<file path="src/rtl/sprite_if.sv">
// Pixel-path bundle between the timing generator / ROM side and the sprite renderer.
// The master side drives pixel, position and ROM data; the renderer returns ROM address and paint.
interface sprite_if #(
    parameter int WIDTH   = 40,
    parameter int COORD_W = 11,
    parameter int ADDR_W  = 7
);
    logic               frame_start;
    logic               pix_valid;
    logic [COORD_W-1:0] pix_x;
    logic [COORD_W-1:0] pix_y;
    logic [COORD_W-1:0] pos_x;
    logic [COORD_W-1:0] pos_y;
    logic               flip_h;
    logic               scale2x;
    logic               anim_en;
    logic [ADDR_W-1:0]  rom_addr;
    logic [WIDTH-1:0]   rom_data;
    logic               paint;
    logic               paint_valid;

    modport master (
        output frame_start, pix_valid, pix_x, pix_y, pos_x, pos_y,
               flip_h, scale2x, anim_en, rom_data,
        input  rom_addr, paint, paint_valid
    );

    modport slave (
        input  frame_start, pix_valid, pix_x, pix_y, pos_x, pos_y,
               flip_h, scale2x, anim_en, rom_data,
        output rom_addr, paint, paint_valid
    );
endinterface

</file>
<file path="src/rtl/sprite_renderer.sv">
// Three-stage monochrome sprite renderer: hit test and ROM address, ROM read, bit select.
// Position/flip/scale are shadowed on frame_start; the animation frame advances every ANIM_DIV frames.
module sprite_renderer #(
    parameter int WIDTH    = 40,
    parameter int HEIGHT   = 24,
    parameter int FRAMES   = 4,
    parameter int COORD_W  = 11,
    parameter int ANIM_DIV = 8,
    parameter int ADDR_W   = $clog2(FRAMES*HEIGHT)
) (
    input logic clk,
    input logic rst,
    sprite_if.slave bus
);
    localparam int COL_W = (WIDTH > 1)    ? $clog2(WIDTH)    : 1;
    localparam int ROW_W = (HEIGHT > 1)   ? $clog2(HEIGHT)   : 1;
    localparam int FRM_W = (FRAMES > 1)   ? $clog2(FRAMES)   : 1;
    localparam int CNT_W = (ANIM_DIV > 1) ? $clog2(ANIM_DIV) : 1;

    localparam logic [COORD_W:0] EXT_W1 = (COORD_W+1)'(WIDTH);
    localparam logic [COORD_W:0] EXT_W2 = (COORD_W+1)'(2*WIDTH);
    localparam logic [COORD_W:0] EXT_H1 = (COORD_W+1)'(HEIGHT);
    localparam logic [COORD_W:0] EXT_H2 = (COORD_W+1)'(2*HEIGHT);
    localparam logic [ADDR_W-1:0] H_A   = ADDR_W'(HEIGHT);
    localparam logic [CNT_W-1:0] CNT_TC = CNT_W'(ANIM_DIV-1);
    localparam logic [FRM_W-1:0] FRM_TC = FRM_W'(FRAMES-1);
    localparam logic [COL_W-1:0] COL_MAX = COL_W'(WIDTH-1);

    logic [COORD_W-1:0] pos_x_q, pos_y_q;
    logic               flip_q, scale_q;
    logic [CNT_W-1:0]   cnt_q;
    logic [FRM_W-1:0]   frame_q;

    // stage 0 (combinational)
    logic [COORD_W:0]   dx, dy, dxs, dys, ext_w, ext_h;
    logic               hit0;
    logic [COL_W-1:0]   col0;
    logic [ROW_W-1:0]   row0;
    logic [ADDR_W-1:0]  addr0;

    // stage 1 / stage 2
    logic               v1, hit1, flip1;
    logic [COL_W-1:0]   col1;
    logic               v2, hit2, flip2;
    logic [COL_W-1:0]   col2;
    logic [ADDR_W-1:0]  rom_addr_q;
    logic               paint_q, paint_valid_q;

    logic [COL_W-1:0]   bit_idx;
    logic               bit_val;

    always_ff @(posedge clk or posedge rst) begin
        if (rst) begin
            pos_x_q <= '0;
            pos_y_q <= '0;
            flip_q  <= 1'b0;
            scale_q <= 1'b0;
        end else if (bus.frame_start) begin
            pos_x_q <= bus.pos_x;
            pos_y_q <= bus.pos_y;
            flip_q  <= bus.flip_h;
            scale_q <= bus.scale2x;
        end
    end

    // Counter sits at zero whenever animation is off, so re-enabling restarts a full ANIM_DIV period.
    always_ff @(posedge clk or posedge rst) begin
        if (rst) begin
            cnt_q   <= '0;
            frame_q <= '0;
        end else if (!bus.anim_en) begin
            cnt_q <= '0;
        end else if (bus.frame_start) begin
            if (cnt_q == CNT_TC) begin
                cnt_q   <= '0;
                frame_q <= (frame_q == FRM_TC) ? '0 : frame_q + 1'b1;
            end else begin
                cnt_q <= cnt_q + 1'b1;
            end
        end
    end

    always_comb begin
        dx    = {1'b0, bus.pix_x} - {1'b0, pos_x_q};
        dy    = {1'b0, bus.pix_y} - {1'b0, pos_y_q};
        dxs   = scale_q ? (dx >> 1) : dx;
        dys   = scale_q ? (dy >> 1) : dy;
        ext_w = scale_q ? EXT_W2 : EXT_W1;
        ext_h = scale_q ? EXT_H2 : EXT_H1;
        // Sign bit set means the pixel is left of / above the sprite: no wrap-around hits.
        hit0  = bus.pix_valid && !dx[COORD_W] && !dy[COORD_W] && (dx < ext_w) && (dy < ext_h);
        col0  = hit0 ? COL_W'(dxs) : '0;
        row0  = hit0 ? ROW_W'(dys) : '0;
        addr0 = ADDR_W'(frame_q) * H_A + ADDR_W'(row0);
    end

    always_ff @(posedge clk or posedge rst) begin
        if (rst) begin
            rom_addr_q <= '0;
            v1    <= 1'b0;
            hit1  <= 1'b0;
            flip1 <= 1'b0;
            col1  <= '0;
            v2    <= 1'b0;
            hit2  <= 1'b0;
            flip2 <= 1'b0;
            col2  <= '0;
        end else begin
            rom_addr_q <= addr0;
            v1    <= bus.pix_valid;
            hit1  <= hit0;
            flip1 <= flip_q;
            col1  <= col0;
            v2    <= v1;
            hit2  <= hit1;
            flip2 <= flip1;
            col2  <= col1;
        end
    end

    // Bitmap MSB is the leftmost column; mirroring reads from the LSB side instead.
    always_comb begin
        bit_idx = flip2 ? col2 : (COL_MAX - col2);
        bit_val = bus.rom_data[bit_idx];
    end

    always_ff @(posedge clk or posedge rst) begin
        if (rst) begin
            paint_q       <= 1'b0;
            paint_valid_q <= 1'b0;
        end else begin
            paint_q       <= hit2 & bit_val;
            paint_valid_q <= v2;
        end
    end

    assign bus.rom_addr    = rom_addr_q;
    assign bus.paint       = paint_q;
    assign bus.paint_valid = paint_valid_q;

endmodule

</file>
<file path="src/flat_wrapper.sv">
// flat-port wrapper written by rule: the top's interface ports become plain ports
module sprite_renderer_flat 
#(
    parameter int WIDTH    = 40,
    parameter int HEIGHT   = 24,
    parameter int FRAMES   = 4,
    parameter int COORD_W  = 11,
    parameter int ANIM_DIV = 8,
    parameter int ADDR_W   = $clog2(FRAMES*HEIGHT)
)
  (clk, rst, bus_frame_start, bus_pix_valid, bus_pix_x, bus_pix_y, bus_pos_x, bus_pos_y, bus_flip_h, bus_scale2x, bus_anim_en, bus_rom_data, bus_rom_addr, bus_paint, bus_paint_valid);
  sprite_if #(.WIDTH(WIDTH), .COORD_W(COORD_W), .ADDR_W(ADDR_W)) bus_i ();
  input logic clk;
  input logic rst;
  input wire logic [$bits(bus_i.frame_start)-1:0] bus_frame_start;
  input wire logic [$bits(bus_i.pix_valid)-1:0] bus_pix_valid;
  input wire logic [$bits(bus_i.pix_x)-1:0] bus_pix_x;
  input wire logic [$bits(bus_i.pix_y)-1:0] bus_pix_y;
  input wire logic [$bits(bus_i.pos_x)-1:0] bus_pos_x;
  input wire logic [$bits(bus_i.pos_y)-1:0] bus_pos_y;
  input wire logic [$bits(bus_i.flip_h)-1:0] bus_flip_h;
  input wire logic [$bits(bus_i.scale2x)-1:0] bus_scale2x;
  input wire logic [$bits(bus_i.anim_en)-1:0] bus_anim_en;
  input wire logic [$bits(bus_i.rom_data)-1:0] bus_rom_data;
  output wire logic [$bits(bus_i.rom_addr)-1:0] bus_rom_addr;
  output wire logic [$bits(bus_i.paint)-1:0] bus_paint;
  output wire logic [$bits(bus_i.paint_valid)-1:0] bus_paint_valid;
  assign bus_i.frame_start = bus_frame_start;
  assign bus_i.pix_valid = bus_pix_valid;
  assign bus_i.pix_x = bus_pix_x;
  assign bus_i.pix_y = bus_pix_y;
  assign bus_i.pos_x = bus_pos_x;
  assign bus_i.pos_y = bus_pos_y;
  assign bus_i.flip_h = bus_flip_h;
  assign bus_i.scale2x = bus_scale2x;
  assign bus_i.anim_en = bus_anim_en;
  assign bus_i.rom_data = bus_rom_data;
  assign bus_rom_addr = bus_i.rom_addr;
  assign bus_paint = bus_i.paint;
  assign bus_paint_valid = bus_i.paint_valid;
  sprite_renderer #(.WIDTH(WIDTH), .HEIGHT(HEIGHT), .FRAMES(FRAMES), .COORD_W(COORD_W), .ANIM_DIV(ANIM_DIV), .ADDR_W(ADDR_W)) u_core (.clk(clk), .rst(rst), .bus(bus_i));
endmodule
</file>
<file path="config.mk">
export PLATFORM = sky130hd
export DESIGN_NAME = sprite_renderer_flat
export DESIGN_NICKNAME = d
export VERILOG_FILES = /design/src/rtl/sprite_if.sv /design/src/rtl/sprite_renderer.sv /design/src/flat_wrapper.sv
export SDC_FILE = /design/constraint.sdc
export NUM_CORES = 1
export LEC_CHECK = 0
export ABC_CLOCK_PERIOD_IN_PS = 5500
export CAP_MARGIN = 5
export CORE_MARGIN = 2
export CORE_UTILIZATION = 47
export DETAILED_ROUTE_END_ITERATION = 16
export PLACE_DENSITY = 0.78
export SLEW_MARGIN = 20
export SYNTH_ARGS = -nofsm -noshare
export SYNTH_HDL_FRONTEND = slang
export SYNTH_SLANG_ARGS = --single-unit
</file>
<file path="constraint.sdc">
create_clock -name clk -period 5.5 [get_ports clk]
set_clock_uncertainty 0.05 [all_clocks]
set_input_delay 0.55 -clock clk [delete_from_list [all_inputs] [get_ports clk]]
set_output_delay 0.55 -clock clk [all_outputs]
set_load 0.005 [all_outputs]
</file>
==> Yosys cells after proc, flatten, opt, wreduce, memory -nomap -nowiden <==
Index checks and enable logic that the tools add are counted.
{ "op_classes": {"reduce_logical": 7, "n_bitwise": 1, "addsub": 6, "magnitude_cmp": 3, "n_mux": 13, "multipliers": 1, "n_eq_ne": 3} }
{ "ops": {"columns": ["operator", "n"], "rows": [
  ["two-way mux 6 bit", 4],
  ["subtractor 11 x 11 -> 12 bit", 2],
  ["< comparator 12 x 6 -> 1 bit", 1],
  ["< comparator 12 x 7 -> 1 bit", 1],
  ["two-way mux 5 bit", 2],
  ["two-way mux 3 bit", 3],
  ["adder 7 x 5 -> 7 bit", 1],
  ["< comparator 6 x 7 -> 1 bit (second input constant)", 1],
  ["two-way mux 7 bit", 1],
  ["binary-select mux 1 bit (select 6 bit)", 1],
  ["subtractor 6 bit (first input constant)", 1],
  ["logical AND 1 bit", 4],
  ["multiplier 2 x 2 -> 4 bit (second input constant)", 1],
  ["adder 3 x 1 -> 3 bit (second input constant)", 1],
  ["== test 3 bit (second input constant)", 1],
  ["AND reduction 3 bit", 1],
  ["adder 2 x 1 -> 2 bit (second input constant)", 1],
  ["== test 2 bit (second input constant)", 1],
  ["zero test 1 bit", 2],
  ["two-way mux 2 bit", 1],
  ["!= test 2 bit (second input constant)", 1],
  ["AND 1 bit", 1],
  ["two-way mux 1 bit", 1]
]} }
{ "totals": {"register_bits": 56} }

==> Depth between registers and ports, before layout <==
{ "logic_depth": {"depth_word": 8, "depth_mapped": 20, "depth_no_buf": 19} }

==> Least setup slack after synthesis <==
No wires, ideal clock.
{ "synth_path": {"path_kind": "input to register", "start": "input bus_pix_x[0]", "end": "register u_core.rom_addr_q[6] (netlist: u_core.bus.rom_addr[6])", "arrival_time_ns": 3.909, "stages": 18, "required_time_ns": 5.370, "setup_ns": 0.080, "n_path_buf": 1, "path_slack_ns": 1.461, "path_cell_list": "inv_1 -> ha_1 -> inv_1 -> fa_1 -> a21o_1 -> a221oi_1 -> xnor2_1 -> ha_1 -> a222oi_1 -> nand4_1 -> nor3_1 -> nand4_2 -> buf_6 -> nor3_2 -> ha_1 -> a21o_1 -> nand2_1 -> xnor2_1"} }
{ "synth_via": {"elab_chain_cells": 8} }
{ "synth_rtl": {"columns": ["element", "line", "text"], "rows": [
  ["from (decl)", "flat_wrapper.sv:17", "input wire logic [$bits(bus_i.pix_x)-1:0] bus_pix_x;"],
  ["subtractor 11 x 11 -> 12 bit *", "sprite_renderer.sv:84", "dx = {1'b0, bus.pix_x} - {1'b0, pos_x_q};"],
  ["branches (longest 3 deep; another with < comparator 12 x 7 -> 1 bit)", null, null],
  ["logical AND 1 bit * (2 in a row)", "sprite_renderer.sv:91", "hit0 = bus.pix_valid && !dx[COORD_W] && !dy[COORD_W] && (dx < ext_w) && (dy < ext_h);"],
  ["two-way mux 5 bit *", "sprite_renderer.sv:93", "row0 = hit0 ? ROW_W'(dys) : '0;"],
  ["adder 7 x 5 -> 7 bit *", "sprite_renderer.sv:94", "addr0 = ADDR_W'(frame_q) * H_A + ADDR_W'(row0);"],
  ["net u_core.addr0[6]", "sprite_renderer.sv:39", "logic [ADDR_W-1:0] addr0;"],
  ["to (signal assigned)", "sprite_renderer.sv:109", "rom_addr_q <= addr0;"],
  ["to (decl)", "sprite_renderer.sv:46", "logic [ADDR_W-1:0] rom_addr_q;"]
]} }
Mark *: on every way through the listed nets, which the timed path passes.
A chain may end at the register's enable or synchronous reset.

==> Worst setup path after layout <==
Same ends and word-level chain as after synthesis.

==> impl_metrics.py <==
metrics = {
    "run_status": {
        "status": "finished, final reports clean",
    },
    "global_routing": {
        "gr-usage-all-layers": 0.1902,
        "met2_usage": 0.3429,
        "busiest_layer": "met2",
        "grt_max_degree": 57,
        "grt_pass1_wl_um": 13570,
        "grtUsageMet3": 0.04655,
        "overflow": 0,
        "grt_antenna_before_repair": 0,
        "met1_usage": 0.2358,
        "first_global_vias": 3080,
    },
    "setup_path": {
        "cpPeakStageDelay_ps": 520,
        "worstPathArrival_ps": 4800,
        "reg2reg_slack_ps": 1220,
        "cp-end-kind": "register",
        "required_ps": 5690,
        "worstPathCellList": "clkdlybuf4s50_1 -> inv_1 -> ha_1 -> inv_1 -> fa_1 -> a21o_1 -> a221oi_1 -> xnor2_1 -> ha_1 -> a222oi_1 -> nand4_1 -> nor3_1 -> nand4_2 -> buf_4 -> nor3_2 -> ha_1 -> a21o_1 -> nand2_1 -> xnor2_1",
        "cpLargestDelayFamily": "adder cells",
        "crit_fanout": 12,
        "worst-setup-path-type": "input pin to register",
        "ff2ff_path_depth": 17,
        "timing.critical_path.buf_inv": 4,
        "r2r-end": "u_core.bus.rom_addr[6]$_DFF_PP0_",
        "crit_top_cell": "ha_1",
        "cp_slowest_cell": "a221oi_1",
        "start_kind": "input pin",
        "r2r_start": "u_core.pos_x_q[0]$_DFFE_PP0P_",
    },
    "hold_path": {
        "holdPathStages": 0,
        "hold_start": "u_core.col1[3]$_DFF_PP0_",
        "holdPathEnd": "u_core.col2[3]$_DFF_PP0_",
        "hold_path_class": "register to register",
    },
    "drt": {
        "drtAntennaViolNets": 0,
        "vias": 3065,
        "drc": 0,
        "drt_wl_total_um": 8239,
        "drt_iter0_markers": 123,
        "routedWlPerCell_um": 14.23,
        "vias_per_cell": 5.294,
        "drtPass1Iterations": 4,
    },
    "place": {
        "port_buffers": 99,
        "place_hpwl_um": 6464,
        "place.gp.congestion": 0.7703,
        "placed_cell_area_um2": 4885,
        "dp_cells": 571,
    },
    "clocking": {
        "cts_hold_buf": 0,
        "clk_pin_slew_ps": 100,
        "cts_htree_levels": 2,
        "cts_buffer_depth": 2,
        "clock_sinks": 56,
        "cts_buffers": 5,
        "cts_setup_buffers": 0,
        "cts_resized": 0,
        "worstSkewPairLatency_ps": 320,
        "cts_tree": "built",
        "cts_root_buffer": "clkbuf_8",
    },
    "power_and_ir_drop": {
        "p_seq_frac": 0.411,
        "peakVddDrop_mv": 0.1355,
        "p_sw_frac": 0.3325,
        "p_comb_frac": 0.369,
        "power.switching_uw": 358.9,
        "total_power_uw": 1080,
        "clkPwrFrac": 0.221,
        "internal-power_uw": 720.6,
        "leakage_uw": 0.002248,
        "power_density_nw_per_um2": 216.7,
    },
    "timing": {
        "fin_tns_setup_ps": 0,
        "rsz0062_at_grt": "false",
        "hold_violations": 0,
        "setup_viol": 0,
        "clock.fmax_ghz": 0.2169,
        "min_period_over_period": 0.8384,
        "slew_headroom": 0.5316,
        "worst_pin_slew_ps": 697.6,
        "report.final.slew_viol_count": 0,
        "period_minus_slack_ps": 4611,
    },
    "floorplan": {
        "core-area_um2": 7767,
        "die_h_um": 93.99,
        "start_util": 0.4900,
        "die-area_um2": 8834,
        "die_w_um": 93.99,
        "rows": 32,
        "ios": 100,
    },
    "logic_synthesis": {
        "synth.yosys.seq_area_share": 0.3682,
        "syn_area_um2": 3806,
        "synth_cell_type_count": 54,
        "ys_seq_elements": 56,
        "synth_fp_nets": 508,
        "avgSynthCellArea_um2": 10.02,
        "yosysWarnings": 0,
        "synthCells": 380,
    },
    "final_layout": {
        "area_growth_pct": 30.87,
        "seqCellArea_um2": 1401,
        "multi_input_area_um2": 2188,
        "final_net_count": 604,
        "final_cell_area_um2": 4981,
        "fin_cells": 579,
        "final.fill_count": 636,
        "drive_gt1_frac": 0.09224,
        "mostFrequentLayoutCells": "99 x clkdlybuf4s50_1, 56 x dfrtp_1, 36 x inv_1, 34 x ha_1",
        "layout_commonest_cell": "clkdlybuf4s50_1",
        "n_antenna_cell": 0,
    },
    "flow_run": {
        "cap_violations": 0,
    },
}
worst max-delay path by stage:
stage | from | end | slack, ps | cells past startpoint
finish | bus_pix_x[0] | u_core.bus.rom_addr[6]$_DFF_PP0_ | 890 | 19
global route | bus_pix_x[0] | u_core.bus.rom_addr[6]$_DFF_PP0_ | 620 | 19
CTS | bus_pix_x[0] | u_core.bus.rom_addr[6]$_DFF_PP0_ | 920 | 19
detailed placement | bus_pix_x[0] | u_core.bus.rom_addr[6]$_DFF_PP0_ | 630 | 19
global placement | bus_pix_x[0] | u_core.bus.rom_addr[6]$_DFF_PP0_ | 830 | 19
floorplan | bus_pix_x[0] | u_core.bus.rom_addr[6]$_DFF_PP0_ | 1460 | 18
power by group through the flow:
stage               clock network [uW]  logic [uW]  registers (uW)
finish                             238         398             443
global route                       261         442             446
CTS                                244         400             443
detailed placement                   0         396             452
global placement                     0         387             451
floorplan                            0         279             445
layer usage:
layer / part of all wire / wire, um / vias to the layer above
li1: - / - / 1547
met2: 0.49 / 4006 / 97
met1: 0.43 / 3520 / 1419
met3: 0.084 / 690 / 2
met5: 0 / 0 / -
met4: 0.0025 / 21 / 0
area by class of cell:
| cell class | instances | share of cell area |
|---|---|---|
| clock buffers | 5 | 0.01382 |
| well taps | 102 | 0.02562 |
| inverters | 37 | 0.02788 |
| repair buffers | 104 | 0.2065 |
| clock inverters | 3 | 0.005526 |
| multi-input cells | 272 | 0.4393 |
| flip-flops and latches | 56 | 0.2813 |
registers in the layout (all words and copies together) (netlist names):
register,flops
u_core.bus.paint,1
u_core.bus.paint_valid,1
u_core.bus.rom_addr,7
u_core.cnt_q,3
u_core.col1,6
u_core.col2,6
u_core.flip1,1
u_core.flip2,1
u_core.flip_q,1
u_core.frame_q,2
u_core.hit1,1
u_core.hit2,1
u_core.pos_x_q,11
u_core.pos_y_q,11
u_core.scale_q,1
u_core.v1,1
u_core.v2,1
cells in the mapped netlist, drive strengths merged:
library cell | count | share of area
a2111o | 1 | 0.0030
a2111oi | 8 | 0.026
a211oi | 2 | 0.0039
a21boi | 1 | 0.0020
a21o | 10 | 0.020
a21oi | 11 | 0.015
a221oi | 2 | 0.0046
a222oi | 1 | 0.0026
a22oi | 1 | 0.0020
a311oi | 2 | 0.0062
a31oi | 7 | 0.013
and2 | 4 | 0.0066
and3 | 2 | 0.0033
and3b | 1 | 0.0023
and4 | 1 | 0.0023
buf | 5 | 0.011
clkbuf | 10 | 0.0099
dfrtp | 56 | 0.37
fa | 3 | 0.016
ha | 34 | 0.11
inv | 37 | 0.036
mux2 | 4 | 0.012
mux2i | 14 | 0.037
mux4 | 8 | 0.047
nand2 | 33 | 0.033
nand2b | 2 | 0.0033
nand3 | 6 | 0.0079
nand3b | 1 | 0.0020
nand4 | 5 | 0.0099
nor2 | 19 | 0.019
nor2b | 9 | 0.017
nor3 | 12 | 0.024
o2111ai | 4 | 0.011
o211ai | 4 | 0.0079
o21a | 3 | 0.0059
o21ai | 33 | 0.043
o22ai | 1 | 0.0016
o31ai | 2 | 0.0039
or2 | 1 | 0.0016
or4 | 1 | 0.0030
xnor2 | 12 | 0.030
xor2 | 7 | 0.016
worst register-to-register path, cell delays in order (launching register included):
cell	delay (ps)
dfrtp_1	360
ha_1	190
inv_1	60
fa_1	420
a21o_1	190
a221oi_1	520
xnor2_1	180
ha_1	340
a222oi_1	280
nand4_1	140
nor3_1	260
nand4_2	130
buf_4	210
nor3_2	250
ha_1	280
a21o_1	160
nand2_1	70
xnor2_1	110
cells by family (layout without fill, tap and decap cells):
group,Yosys count,in the layout,synth area share
DFF,56,56,0.3682
adders and majority gates,37,37,0.1275
and+or+nand+nor,97,97,0.1338
buffers and inverters,52,149,0.05687
AOI/OAI and AO/OA,93,93,0.1719
xor gates and xnor gates,19,19,0.04569
muxes,26,26,0.09599
stage by stage:
stage / util / hold WS, ps / setup WS, ps
after floorplan: - / 281.2 / 1461
after global placement: 0.6289 / 284.2 / 832.1
after detailed placement: 0.6289 / 284.7 / 628.5
after CTS: 0.6413 / 308.9 / 919.3
after global routing: 0.6413 / 315.1 / 623.4
final: 0.6413 / 307.9 / 889.1
(Power assumes the default switching activity.)
